==> src/rtl/dmem_bus_ctrl.sv <==
`default_nettype none
// ============================================================================
// Module      : dmem_bus_ctrl
// Description : Data-memory bus controller for the MEM stage. Accepts
//               load/store requests (word or byte) and executes them as
//               little-endian byte beats on an 8-bit SRAM-style bus with
//               wait states and a per-beat timeout. Stalls the pipeline
//               while an access is in flight and returns load data.
// Ports       : clk, rst_n                 clock, async active-low reset
//               req_en/rw/byte/addr/wdata  request from the MEM stage
//               stall                      hold MEM and earlier stages
//               done, rd_valid, err        one-cycle completion pulses
//               rd_data                    load result (held until next load)
//               mem_addr/re/we/wdata       external byte bus, outputs
//               mem_rdata, mem_ready       external byte bus, inputs
// Revision    : 1.0 - initial release
// ============================================================================
module dmem_bus_ctrl #(
  parameter int DATA_W  = 32,
  parameter int ADDR_W  = 16,
  parameter int TIMEOUT = 255
) (
  input  logic              clk,
  input  logic              rst_n,
  input  logic              req_en,
  input  logic              req_rw,
  input  logic              req_byte,
  input  logic [ADDR_W-1:0] req_addr,
  input  logic [DATA_W-1:0] req_wdata,
  output logic              stall,
  output logic              done,
  output logic              rd_valid,
  output logic [DATA_W-1:0] rd_data,
  output logic              err,
  output logic [ADDR_W-1:0] mem_addr,
  output logic              mem_re,
  output logic              mem_we,
  output logic [7:0]        mem_wdata,
  input  logic [7:0]        mem_rdata,
  input  logic              mem_ready
);

  localparam int                BEATS     = DATA_W / 8;
  localparam int                BEAT_W    = (BEATS > 1) ? $clog2(BEATS) : 1;
  localparam logic [BEAT_W-1:0] LAST_BEAT = BEAT_W'(BEATS - 1);
  // The abort fires on the cycle the wait counter would reach TIMEOUT.
  localparam logic [7:0]        WAIT_LAST = 8'(TIMEOUT - 1);

  typedef enum logic [1:0] {
    IDLE   = 2'd0,
    ACCESS = 2'd1,
    DONE   = 2'd2
  } state_t;

  state_t            state;
  logic [ADDR_W-1:0] base;
  logic              rw;
  logic              is_byte;
  logic              err_flag;
  logic [DATA_W-1:0] wdata;
  logic [DATA_W-1:0] rdbuf;
  logic [DATA_W-1:0] rdbuf_next;
  logic [BEAT_W-1:0] beat;
  logic [7:0]        wait_cnt;
  logic [7:0]        wr_lane;
  logic              misaligned;
  logic              last_beat;

  assign misaligned = ~req_byte & (req_addr[1:0] != 2'b00);
  assign last_beat  = is_byte | (beat == LAST_BEAT);

  // Byte-lane steering: merge the incoming read byte into lane [beat] and
  // pick the outgoing write byte from lane [beat].
  always_comb begin
    rdbuf_next = rdbuf;
    wr_lane    = 8'h00;
    for (int i = 0; i < BEATS; i++) begin
      if (beat == i[BEAT_W-1:0]) begin
        rdbuf_next[8*i +: 8] = mem_rdata;
        wr_lane              = wdata[8*i +: 8];
      end
    end
  end

  // Outputs decode from registered state only, except the request-cycle
  // stall, which must react in the same cycle the request is presented.
  // That term is gated by rst_n so every output is low while in reset.
  always_comb begin
    stall     = 1'b0;
    done      = 1'b0;
    rd_valid  = 1'b0;
    err       = 1'b0;
    mem_re    = 1'b0;
    mem_we    = 1'b0;
    mem_addr  = '0;
    mem_wdata = 8'h00;
    case (state)
      IDLE: begin
        stall = rst_n & req_en & ~misaligned;
      end
      ACCESS: begin
        stall     = 1'b1;
        mem_re    = ~rw;
        mem_we    = rw;
        mem_addr  = base + ADDR_W'(beat);
        mem_wdata = rw ? wr_lane : 8'h00;
      end
      DONE: begin
        done     = 1'b1;
        err      = err_flag;
        rd_valid = ~rw & ~err_flag;
      end
      default: ;
    endcase
  end

  always_ff @(posedge clk or negedge rst_n) begin
    if (!rst_n) begin
      state    <= IDLE;
      base     <= '0;
      rw       <= 1'b0;
      is_byte  <= 1'b0;
      err_flag <= 1'b0;
      wdata    <= '0;
      rdbuf    <= '0;
      rd_data  <= '0;
      beat     <= '0;
      wait_cnt <= 8'h00;
    end else begin
      case (state)
        IDLE: begin
          if (req_en) begin
            rw <= req_rw;
            if (misaligned) begin
              // Rejected without touching the bus; report in the next cycle.
              err_flag <= 1'b1;
              state    <= DONE;
            end else begin
              base     <= req_addr;
              is_byte  <= req_byte;
              wdata    <= req_wdata;
              beat     <= '0;
              wait_cnt <= 8'h00;
              rdbuf    <= '0;      // upper lanes stay zero for byte loads
              err_flag <= 1'b0;
              state    <= ACCESS;
            end
          end
        end
        ACCESS: begin
          if (mem_ready) begin
            wait_cnt <= 8'h00;
            if (!rw) begin
              rdbuf <= rdbuf_next;
            end
            if (last_beat) begin
              if (!rw) begin
                rd_data <= rdbuf_next;
              end
              state <= DONE;
            end else begin
              beat <= beat + 1'b1;
            end
          end else if (wait_cnt == WAIT_LAST) begin
            err_flag <= 1'b1;
            state    <= DONE;
          end else begin
            wait_cnt <= wait_cnt + 8'd1;
          end
        end
        DONE: begin
          err_flag <= 1'b0;
          state    <= IDLE;
        end
        default: begin
          state <= IDLE;
        end
      endcase
    end
  end

endmodule
`default_nettype wire

==> config.mk <==
export PLATFORM = sky130hd
export DESIGN_NAME = dmem_bus_ctrl
export DESIGN_NICKNAME = d
export VERILOG_FILES = /design/src/rtl/dmem_bus_ctrl.sv
export SDC_FILE = /design/constraint.sdc
export NUM_CORES = 1
export LEC_CHECK = 0
export CAP_MARGIN = 20
export CORE_ASPECT_RATIO = 2
export CORE_MARGIN = 2
export CORE_UTILIZATION = 47
export DETAILED_ROUTE_END_ITERATION = 10
export GPL_TIMING_DRIVEN = 0
export HOLD_SLACK_MARGIN = 0.12
export PLACE_DENSITY = 0.74
export SLEW_MARGIN = 0
export SYNTH_ARGS = -nofsm -noshare
export SYNTH_HDL_FRONTEND = slang
export SYNTH_SLANG_ARGS = --single-unit
==> constraint.sdc <==
create_clock -name clk -period 2.55 [get_ports clk]
set_clock_uncertainty 0.15 [all_clocks]
set_input_delay 0.51 -clock clk [delete_from_list [all_inputs] [get_ports clk]]
set_output_delay 0.51 -clock clk [all_outputs]
set_load 0.02 [all_outputs]
==> results of run 1 <==
==> registers in the layout, summed over array words and instances, names as in the netlist <==
name,flops
base,16
beat,2
err_flag,1
is_byte,1
rd_data,32
rdbuf,32
rw,1
state,2
wait_cnt,8
wdata,32
==> final cells by class <==
class                           instances  area [µm²]  share of cell area
Buffer                                 36         293              0.0326
Tap cell                              152         190              0.0212
Clock inverter                         14         133              0.0148
Multi-Input combinational cell        438        3230               0.359
Inverter                               11        43.8             0.00487
Timing Repair Buffer                  149        1480               0.165
Clock buffer                           18         439              0.0489
Sequential cell                       127        3180               0.354
Antenna cell                            1        2.50            0.000278
==> timing repair <==
item	4_1_cts	5_1_grt
gates resized for setup	232	41
gates cloned	1	0
hold buffers	1	0
pin swaps	25	21
endpoints found under the hold margin	49	0
setup endpoints to repair	28	26
buffers inserted	21	10
==> logic make-up after synthesis <==
| family | Yosys count |
|---|---|
| XOR/XNOR | 10 |
| flip-flops | 127 |
| multiplexers | 57 |
| AO/OA/AOI/OAI | 125 |
| adder cells (fa/ha/maj) | 13 |
| buffers and inverters | 52 |
| AND/OR/NAND/NOR | 233 |
==> metal layers <==
metal	track usage	vias to the layer above	routed length, µm
met5	0	-	0
met4	0.148	0	882
met3	0.0458	61	722
met2	0.488	202	10600
met1	0.272	2744	6670
li1	-	2496	-
==> power by group through the flow <==
stage          logic [mW]  registers [mW]  clock network (mW)
4_1_cts              3.84            3.26                2.37
5_1_grt              4.33            3.37                2.46
3_5_place_dp         3.40            3.24                   0
3_3_place_gp         3.32            3.20                   0
6_report             4.02            3.30                2.34
2_1_floorplan        1.79            3.42                   0
==> synth_stat cells (2+ instances only) <==
library cell / n
and4_1: 2
o41ai_1: 2
nor3_2: 4
mux2i_1: 35
o32ai_1: 7
o211ai_1: 5
a21oi_1: 36
a22o_1: 30
dfrtp_1: 127
nand4_1: 5
buf_1: 7
a21o_2: 2
nor2_1: 36
ha_1: 12
a221oi_1: 8
mux2_2: 22
buf_4: 5
nand2b_1: 4
a21o_1: 5
buf_2: 10
or3_1: 2
inv_1: 11
clkbuf_1: 16
nor3_1: 3
o31ai_1: 2
xnor2_1: 9
o311ai_0: 7
a21boi_1: 3
o21ai_0: 12
and3_1: 2
nor2b_1: 10
or4_1: 3
and2_1: 17
nand2_1: 120
nand3_1: 15
==> worst paths after layout <==
kind,start,endpoint,cells past startpoint
min in group asynchronous,rst_n,wdata[15],2
worst max-delay path,beat[1],mem_addr[15],7
worst min register to register,wdata[6],wdata[6],2
worst min-delay path,wdata[6],wdata[6],2
max in group asynchronous,rst_n,rd_data[0],3
worst max register to register,state[0],wait_cnt[3],9
==> through the flow <==
step / utilization / TNS, ns / setup slack [ns]
after floorplan: - / -0.568 / -0.0947
after global placement: 0.587 / -526.55 / -4.10
after detailed placement: 0.589 / -21.39 / -0.819
after CTS: 0.676 / -4.41 / -0.360
after global routing: 0.692 / -7.00 / -0.459
final: 0.692 / -5.73 / -0.399
==> tightest hold or removal path: cells and delay by family, from the launching register on <==
family,cells,cell delay [ns]
flip-flops,1,0.35
AND/OR/NAND/NOR,2,0.11
==> flow_summary.toml, run 1 <==
[clocking]
h-tree-depth = 4
clkLatencyLatePin_ns = 0.42
clkTransAtPathRegs_ns = 0.06
cts_tree = "yes"
cts_inserted_buffers = 17
clock-root-buffer = "clkbuf_16"
cts_sinks = 127
clockBufferDepth = 2

[yosys]
synthMuxAreaShare = 0.0954
yosys.area_share.simple = 0.174
postSynthAreaPerCell_um2 = 10.2
ys_seq_elements = 127
synth_cell_types = 56
synthCells = 617
syn_area_um2 = 6270
synthAdderAreaFrac = 0.0272
ys.flop_type = "dfrtp_1"
postSynthNetCount = 692
synth_area_leaders = "dfrtp_1 51%, nand2_1 7.2%, mux2i_1 5.6%"
yosys_warnings = 0
ys_seq_area_frac = 0.507
synth_xor_area_frac = 0.0140
synth_top_area_cell = "dfrtp_1"
synth_compound_area_frac = 0.144
synth-edff-count = 0
synth_top_area_frac = 0.507
ys_async_sr_fraction = 1.00
synth_top_family_by_area = "simple AND/OR/NAND/NOR gates"

[sta]
hold_viol = 0
worst_pin_slew_ns = 0.823
max_freq_mhz = 339
period_minus_slack_ns = 2.95
slew_headroom = 0.443
setup_violations = 22
worst_slack_ns = -0.399
grt_setup_unrepaired = "yes"
slew_violations = 0
holdWs_ns = 0.344
fin_crit_sh = 1.16

[power]
pwr-share-comb = 0.416
total_power_mw = 9.66
power.density_nw_per_um2 = 1080
p_clk_frac = 0.243
leakage_nw = 4.01
pwr-share-seq = 0.341
ir_worst_vdd_uv = 676
switching_share = 0.378
p_switching_mw = 3.65
p_int_mw = 6.01

[placement]
place_area_um2 = 7650
place.port_buffers = 116
gp_congestion = 0.848
dp.cells = 886
dp.final_hpwl_um = 12700

[detailed_routing]
wl_per_cell_um = 20.0
viasPerCell = 5.82
first_pass_iters = 5
drt_iter0_markers = 345
routed_wl_um = 18900
ant_nets = 0
drc_errors = 0
vias = 5503

[global_route]
grt_pass1_vias = 6003
grt_first_pass_wirelength_um = 29500
grt_start_max_net_pins = 79
gr-total-overflow = 0
antenna_found_initial = 1
grtUsageTotal = 0.264

[critical_path]
arrival_ns = 2.29
max_stage_delay_ns = 0.46
crit_path_cell_trace = "ha_4, a21o_1, nand4_1, buf_4, nor3_4, mux2i_1, buf_4"
path_delay_family = "flip-flops"
critPathBufInv = 2
cp_max_fo = 4
crit_top_cell = "buf_4"
crit_slowest_cell = "dfrtp_2"
start_kind = "flip-flop"
worstPathRequired_ns = 1.89
ff2ff_setup_slack_ns = 0.17
crit_path_end_kind = "primary output"
setup.worst_path.class = "reg2out"

[outcome]
violations = "setup timing"
outcome = "complete, but fails checks"

[layout]
nets = 855
fillers = 957
layout_common_cells = "124 x dfrtp_1, 120 x nand2_1, 85 x clkdlybuf4s50_1"
area_growth_pct = 43.5
drive_gt1_frac = 0.246
layout.cells.non_filler = 946
post-route-cell-area_um2 = 8990
final_common_cell = "dfrtp_1"

[die]
die_area_um2 = 14300
io_pins = 124
die_y_um = 167
die_width_um = 85.6
placementRows = 59
start_util = 0.482
core_um2 = 13000

[job]
max_cap_violations = 0

[worst_hold_path]
min_path_type = "reg2reg"
(Power assumes the default switching activity.)
==> run 2, diff against run 1 <==
--- a/config.mk
+++ b/config.mk
@@ -9,6 +9,7 @@
 export CORE_ASPECT_RATIO = 2
 export CORE_MARGIN = 2
 export CORE_UTILIZATION = 47
+export CTS_BUF_LIST = sky130_fd_sc_hd__clkbuf_8
 export DETAILED_ROUTE_END_ITERATION = 10
 export GPL_TIMING_DRIVEN = 0
 export HOLD_SLACK_MARGIN = 0.12
==> run 2 against run 1 <==
Effect of this change: the flow still finishes with violations (setup timing); cell area shrank 2.2%; critical path depth is the same; register-to-register slack is essentially flat; first-iteration DRC count shrank 21%; clock power shrank 27%; sequential power is essentially flat; core utilization shrank 1.5 points.
==> flow_summary.toml, run 2 (synthesis gave the netlist of run 1 again) <==
[critical_path]
crit_path_start = "beat[1]"
start_kind = "flip-flop"
crit_top_cell = "buf_4"
crit_path_end_kind = "primary output"
crit_slowest_cell = "dfrtp_2"
arrival_ns = 2.29
worstPathRequired_ns = 1.89
setup.worst_path.class = "reg2out"
crit_path_cell_trace = "ha_4, a21o_1, nand4_1, buf_4, nor3_4, mux2i_1, buf_4"
reg2reg_from = "beat[1]"
cp_max_fo = 5
max_stage_delay_ns = 0.46

[placement]
place.port_buffers = 116
dp_slack_ns = -0.819
place_area_um2 = 7650
gp_congestion = 0.848
dp.final_hpwl_um = 12700

[clocking]
cts_tree = "yes"
clock-root-buffer = "clkbuf_8"
h-tree-depth = 4
clockBufferDepth = 2
clkTransAtPathRegs_ns = 0.08
clkLatencyLatePin_ns = 0.45
cts_sinks = 127
cts_inserted_buffers = 17

[layout]
final_common_cell = "dfrtp_1"
area_growth_pct = 40.3
drive_gt1_frac = 0.248
post-route-cell-area_um2 = 8790
layout_common_cells = "123 x dfrtp_1, 120 x nand2_1, 85 x clkdlybuf4s50_1"
fin_util = 0.677
nets = 863
reg_top3 = "rd_data (32), rdbuf (32), wdata (32)"
fillers = 990

[sta]
worst_pin_slew_ns = 0.822
grt_setup_unrepaired = "yes"
worst_slack_ns = -0.400
fin_crit_sh = 1.16
hold_viol = 0
slew_violations = 0
setup_violations = 23
max_freq_mhz = 339
slew_headroom = 0.443
period_minus_slack_ns = 2.95

[global_route]
grtUsageTotal = 0.258
grt_first_pass_wirelength_um = 29000
grt_start_max_net_pins = 79
grt_pass1_vias = 5928
antenna_found_initial = 1
gr-total-overflow = 0

[die]
start_util = 0.482
die_width_um = 85.6
die_area_um2 = 14300
die_y_um = 167
io_pins = 124
core_um2 = 13000
placementRows = 59

[detailed_routing]
wl_per_cell_um = 19.4
vias = 5539
viasPerCell = 5.81
first_pass_iters = 5
drc_errors = 0
routed_wl_um = 18500
ant_nets = 0
drt_iter0_markers = 274

[power]
leakage_nw = 3.92
ir_worst_vdd_uv = 656
total_power_mw = 9.10
power.density_nw_per_um2 = 1030

[outcome]
violations = "setup timing"
outcome = "complete, but fails checks"

[worst_hold_path]
min_path_type = "reg2reg"
min-delay-start = "rdbuf[2]"

[job]
max_cap_violations = 0
## run 2: stage by stage
stage / cells / hold WS [ns] / TNS, ns
5_1_grt: 954 / 0.371 / -7.07
4_1_cts: 938 / 0.342 / -5.33
2_1_floorplan: 617 / 0.0644 / -0.568
3_3_place_gp: 885 / 0.310 / -526.55
3_5_place_dp: 886 / 0.314 / -21.39
6_report: 954 / 0.357 / -5.47
## run 2: worst paths after layout
path / slack [ns] / depth (start not counted) / endpoint
max: -0.40 / 7 / mem_addr[15]
min: 0.36 / 1 / rdbuf[2]
max reg2reg: 0.18 / 6 / rd_data[29]
min reg2reg: 0.36 / 1 / rdbuf[2]
max in group asynchronous: 1.08 / 3 / wait_cnt[0]
min in group asynchronous: 0.42 / 2 / wdata[15]
## run 2: report_power, final
part | total (mW) | leakage (nW) | switching, mW | internal, mW
sequential | 3.28 | 1.62 | 0.568 | 2.72
clock | 1.70 | 0.186 | 0.889 | 0.808
combinational | 4.12 | 2.12 | 2.12 | 1.99
total | 9.10 | 3.92 | 3.58 | 5.52
## run 2: final cells by class
| class | count | area (µm²) | area share |
|---|---|---|---|
| Multi-Input combinational cell | 438 | 3190 | 0.363 |
| Sequential cell | 127 | 3180 | 0.362 |
| Timing Repair Buffer | 156 | 1500 | 0.170 |
| Buffer | 37 | 308 | 0.0350 |
| Clock buffer | 18 | 248 | 0.0282 |
| Tap cell | 152 | 190 | 0.0216 |
| Clock inverter | 14 | 133 | 0.0151 |
| Inverter | 11 | 43.8 | 0.00498 |
| Antenna cell | 1 | 2.50 | 0.000285 |
## run 2: per-layer routing
layer	vias to the layer above	track usage	routed length [µm]	share of wire
li1	2510	-	-	-
met3	69	0.0498	742	0.040
met5	-	0	0	0
met1	2772	0.266	6530	0.35
met2	188	0.468	10200	0.55
met4	0	0.154	1020	0.055
## run 2: what timing repair did
action | 4_1_cts | 5_1_grt
hold buffers | 1 | 0
resized for setup | 213 | 45
pin swaps | 16 | 15
setup buffers | 22 | 17
gates cloned | 1 | 0
hold endpoints to repair | 49 | 0
setup endpoints to repair | 29 | 27
## run 2: worst max-delay path, delay by kind of cell, from the launching register on
family / cells / cell delay, ns
buffers and inverters: 2 / 0.39
multiplexers: 1 / 0.24
flip-flops: 1 / 0.46
AO/OA/AOI/OAI: 1 / 0.14
adder cells (fa/ha/maj): 1 / 0.27
AND/OR/NAND/NOR: 2 / 0.33
==> run 3, diff against run 2 <==
--- a/config.mk
+++ b/config.mk
@@ -5,14 +5,12 @@
 export SDC_FILE = /design/constraint.sdc
 export NUM_CORES = 1
 export LEC_CHECK = 0
-export CAP_MARGIN = 20
 export CORE_ASPECT_RATIO = 2
 export CORE_MARGIN = 2
 export CORE_UTILIZATION = 47
 export CTS_BUF_LIST = sky130_fd_sc_hd__clkbuf_8
 export DETAILED_ROUTE_END_ITERATION = 10
 export GPL_TIMING_DRIVEN = 0
-export HOLD_SLACK_MARGIN = 0.12
 export PLACE_DENSITY = 0.74
 export SLEW_MARGIN = 0
 export SYNTH_ARGS = -nofsm -noshare
==> results of run 3 <==
The final DEF is identical to that of run 2; final timing and power are the same.
